==> src/rtl/atm_session_ctrl.sv <==
// Card/PIN session front-end: card insertion, language choice, PIN entry with
// lockout after repeated wrong PINs, and an inactivity timeout toward MainModule.
module atm_session_ctrl #(
  parameter logic [3:0] CORRECT_PIN    = 4'b1101,
  parameter int         MAX_TRIES      = 3,
  parameter int         TIMEOUT_CYCLES = 16
) (
  input  logic       clk,
  input  logic       rst,
  input  logic       Card_in,
  input  logic       Language_chosen,
  input  logic [3:0] Pin,
  input  logic       pin_valid,
  input  logic       leave,
  input  logic       activity,
  output logic       auth_ok,
  output logic       Timer,
  output logic       eject,
  output logic       card_retained,
  output logic [1:0] tries_left,
  output logic [2:0] state
);

  localparam logic [1:0] TRIES_INIT = MAX_TRIES[1:0];
  localparam logic [7:0] IDLE_LIMIT = 8'(TIMEOUT_CYCLES - 1);

  typedef enum logic [2:0] {
    S_IDLE   = 3'd0,
    S_LANG   = 3'd1,
    S_PIN    = 3'd2,
    S_AUTH   = 3'd3,
    S_EJECT  = 3'd4,
    S_LOCKED = 3'd5
  } state_t;

  state_t     state_q, state_d;
  logic [1:0] tries_q, tries_d;
  logic [7:0] cnt_q, cnt_d;
  logic       timer_d;
  logic       counted, clear_in, timeout;

  // Next-state decode; card removal outranks PIN entry, which outranks
  // timeout, which outranks leave.
  always_comb begin
    state_d  = state_q;
    tries_d  = tries_q;
    timer_d  = 1'b0;
    counted  = (state_q == S_LANG) || (state_q == S_PIN) || (state_q == S_AUTH);
    clear_in = activity || pin_valid || leave ||
               (Language_chosen && (state_q == S_LANG));
    timeout  = counted && (cnt_q == IDLE_LIMIT) && !clear_in;

    case (state_q)
      S_IDLE: begin
        if (Card_in) begin
          state_d = S_LANG;
          tries_d = TRIES_INIT;
        end
      end
      S_LANG: begin
        if (!Card_in)             state_d = S_IDLE;
        else if (Language_chosen) state_d = S_PIN;
        else if (timeout) begin
          state_d = S_EJECT;
          timer_d = 1'b1;
        end
      end
      S_PIN: begin
        if (!Card_in) state_d = S_IDLE;
        else if (pin_valid) begin
          if (Pin == CORRECT_PIN) begin
            state_d = S_AUTH;
            tries_d = TRIES_INIT;
          end else begin
            tries_d = (tries_q == 2'd0) ? 2'd0 : tries_q - 2'd1;
            if (tries_q <= 2'd1) state_d = S_LOCKED;
          end
        end else if (timeout) begin
          state_d = S_EJECT;
          timer_d = 1'b1;
        end
      end
      S_AUTH: begin
        if (!Card_in) state_d = S_IDLE;
        else if (timeout) begin
          state_d = S_EJECT;
          timer_d = 1'b1;
        end else if (leave) state_d = S_EJECT;
      end
      S_EJECT, S_LOCKED: begin
        if (!Card_in) state_d = S_IDLE;
      end
      default: state_d = S_IDLE;
    endcase

    if ((state_d != state_q) || clear_in || !counted) cnt_d = 8'd0;
    else                                              cnt_d = cnt_q + 8'd1;
  end

  // Flags are decoded from the next state so they line up with the state register.
  always_ff @(posedge clk) begin
    if (rst) begin
      state_q       <= S_IDLE;
      tries_q       <= TRIES_INIT;
      cnt_q         <= 8'd0;
      auth_ok       <= 1'b0;
      Timer         <= 1'b0;
      eject         <= 1'b0;
      card_retained <= 1'b0;
    end else begin
      state_q       <= state_d;
      tries_q       <= tries_d;
      cnt_q         <= cnt_d;
      auth_ok       <= (state_d == S_AUTH);
      Timer         <= timer_d;
      eject         <= (state_d == S_EJECT);
      card_retained <= (state_d == S_LOCKED);
    end
  end

  assign tries_left = tries_q;
  assign state      = state_q;

endmodule

==> config.mk <==
export PLATFORM = sky130hd
export DESIGN_NAME = atm_session_ctrl
export DESIGN_NICKNAME = d
export VERILOG_FILES = /design/src/rtl/atm_session_ctrl.sv
export SDC_FILE = /design/constraint.sdc
export NUM_CORES = 1
export LEC_CHECK = 0
export CORE_ASPECT_RATIO = 1.4
export CORE_UTILIZATION = 43
export CTS_CLUSTER_DIAMETER = 120
export DETAILED_ROUTE_END_ITERATION = 7
export HOLD_SLACK_MARGIN = 0.03
export PLACE_DENSITY = 0.79
export SLEW_MARGIN = 20
export SYNTH_ARGS = -nofsm -noshare
export SYNTH_HDL_FRONTEND = slang
export SYNTH_SLANG_ARGS = --single-unit
==> constraint.sdc <==
create_clock -name clk -period 1.9 [get_ports clk]
set_clock_uncertainty 0.1 [all_clocks]
set_input_delay 0.19 -clock clk [delete_from_list [all_inputs] [get_ports clk]]
set_output_delay 0.19 -clock clk [all_outputs]
set_load 0.005 [all_outputs]
==> impl_results.md <==
- Drt drc: 0
- R2R Path Start: cnt_q[4]
- Setup bufs post-CTS: 0
- Die X-Extent: 40.5 um
- Routed WL per cell: 13.8 um
- Hold EP: cnt_q[0]
- Outcome: completed
- Hold depth: 1
- Seq/Total Area, Yosys: 0.381
- Ys async rst share: 0
- Cell taking the most area after synthesis: dfxtp_1
- Port Buf Inserts: 19
- Reg power frac: 0.563
- Total CTS buffers: 3
- Mapped Avg Cell Area: 8.92 um2
- Area contributors post-synth: dfxtp_1 38%, nor2_1 6.7%, xor2_1 3.9%
- WHS: 0.374 ns
- Flop and latch count out of synthesis: 17
- Switching power share of the total: 0.241
- First-pass GRT wire length: 3.34 mm
- TNS Setup: 0 ns
- Final wirelength: 2.14 mm
- Crit path launch type: register
- Hold_sp: cnt_q[0]
- Detail Route Antenna Nets: 0
- WP data required: 2.03 ns
- Master of the slowest instance on the critical path: or4_4
- H-tree depth: 1
- Critical path class: reg -> reg
- Pint: 0.496 mW
- Mapped Cells: 100
- Slowest stage delay, CP: 0.55 ns
- Die ar.: 2260 um2
- Most common cell after layout, fill and taps aside: clkdlybuf4s50_1
- Final hold violation count: 0
- Final core area utilization: 0.634
- Initial antenna violation count: 0
- Pre-CTS setup slack: -0.156 ns
- Iter 0 DRT Violations: 9
- Root buffer cell: clkbuf_4
- Layout cell share with drive strength beyond 1: 0.209
- CTS Sinks: 17
- YS warnings: 0
- Max-Cap Viols: 0
- Post-synth EDFFs: 0
- CTS tree: built
- R2R cell count: 6
- Top cell type's share of synthesized area: 0.381
- Worst Tran Pin Value: 0.342 ns
- Tot Pwr: 0.653 mW
- Max frequency: 528 MHz
- Buf/Inv on CP: 1
- Layout Cells excl Fill: 155
- Worst path cell trace: or4_4 -> nor4b_4 -> nand2b_2 -> buf_4 -> a31o_1 -> nor2_1
- Top delay family on crit path: simple AND/OR/NAND/NOR gates
- Post-CTS Hold Buffers: 0
- Lkg Pwr: 0.476 nW
- Global route overflow: 0
- Peak VDD IR: 0.389 mV
- Clock slew at reported path FFs: 0.09 ns
- Global placer's final weighted congestion: 0.746
- Crit path arrival time: 2.02 ns
- Placed inst area: 1200 um2
- R2r setup slk: 0.007 ns
- Largest net degree at the start of global routing: 11
- Ports: 20
- Dpl cells: 151
- Initial Utilization: 0.458
- Area grow syn2layout: 38.6%
- Synth Flop Type: dfxtp_1
- RR Endpoint: card_retained
- Netlist cell types: 37
- Tcrit/Tclk final: 0.996
- Routed via count: 835
- Combinational share of power: 0.144
- Finished Cell Area: 1240 um2
- Post-route minimum period: 1.89 ns
- GRT Overall Usage: 0.209
- Die Y: 55.9 um
- Endpoints failing setup: 0
- Clk pwr share: 0.293
- Post-Synthesis Cell Area: 892 um2
- Layout Nets: 147
- Worst path depth: 6
- First-pass DRT Iterations: 4
- Critical Path End Type: register
- Syn Nets: 112
- Crit path max fanout: 4
- Worst skew pair latency: 0.29 ns
- RSZ-0062 raised after global routing: yes
- HP Class: reg -> reg
- Most frequent cells in the layout: 19 x clkdlybuf4s50_1, 16 x dfxtp_1, 16 x nor2_1
- Slew headroom: 0.769
- Vias per cell: 5.39
- Rows: 19
- Core box area: 1950 um2
- Pwr per Cell Area: 528 nW/um2
- Clock tree buffer depth: 2
- Vias in the first global route: 837
- Ant. Diodes: 0
- Worst Slack Setup Final: 0.00704 ns
- Final Max Slew Viols: 0
- HPWL after DPL: 1.74 mm
- Net Switching: 0.157 mW
## cells by family (layout without fill, tap and decap cells)
logic type	count (synthesis)	count (layout)	synth area share
and+or+nand+nor	47	47	0.317
xor gates and xnor gates	6	6	0.0589
DFF	17	17	0.381
muxes	1	1	0.0112
adders and majority gates	1	1	0.0140
buffers and inverters	9	43	0.0407
AOI/OAI and AO/OA	19	19	0.177
## how the worst max path moves through the flow
stage,startpoint,end,slack (ns)
floorplan,cnt_q[4],cnt_q[0],0.05
global placement,activity,cnt_q[0],-0.05
detailed placement,pin_valid,cnt_q[5],-0.16
CTS,cnt_q[4],card_retained,-0.008
global route,cnt_q[4],eject,-0.07
finish,cnt_q[4],card_retained,0.007
## state kept, by name, summed over array words and instances (netlist names)
signal and count:
cnt_q 8, eject 1, Timer 1, card_retained 1
tries_left 2, state 3, auth_ok 1
## timing repair
action | in CTS | in global routing
gates resized for setup | 0 | 3
pin swaps | 1 | 0
setup endpoints to repair | 10 | 14
## cells in the mapped netlist, drive strengths merged, types with 2 or more instances
library cell	instances
dfxtp	17
nor2	16
nand2	7
o21ai	6
inv	5
nand3	5
nand3b	4
xor2	4
a21oi	3
nand2b	3
and3	2
buf	2
clkbuf	2
nor3	2
nor4b	2
xnor2	2
## area by class of cell
class	instances	area, um2
multi-input combinational	74	520
inverter	5	18.8
timing repair buffer	34	303
clock buffer	4	26.3
fill	168	713
tap	21	26.3
sequential	17	342
## layer usage
metal | global-route usage | vias up | part of all wire
li1 | - | 427 | -
met1 | 0.217 | 386 | 0.39
met2 | 0.381 | 17 | 0.55
met3 | 0.0240 | 5 | 0.036
met4 | 0.0857 | 0 | 0.018
met5 | 0 | - | 0
## power by group through the flow
stage                     Combinational, mW  Sequential [mW]  Clock (mW)
after floorplan                      0.0420            0.373           0
after global placement               0.0921            0.375           0
after detailed placement             0.0940            0.376           0
after CTS                            0.0941            0.367       0.197
after global routing                  0.103            0.368       0.214
final                                0.0940            0.367       0.192
Power figures use the tool's default switching activity.
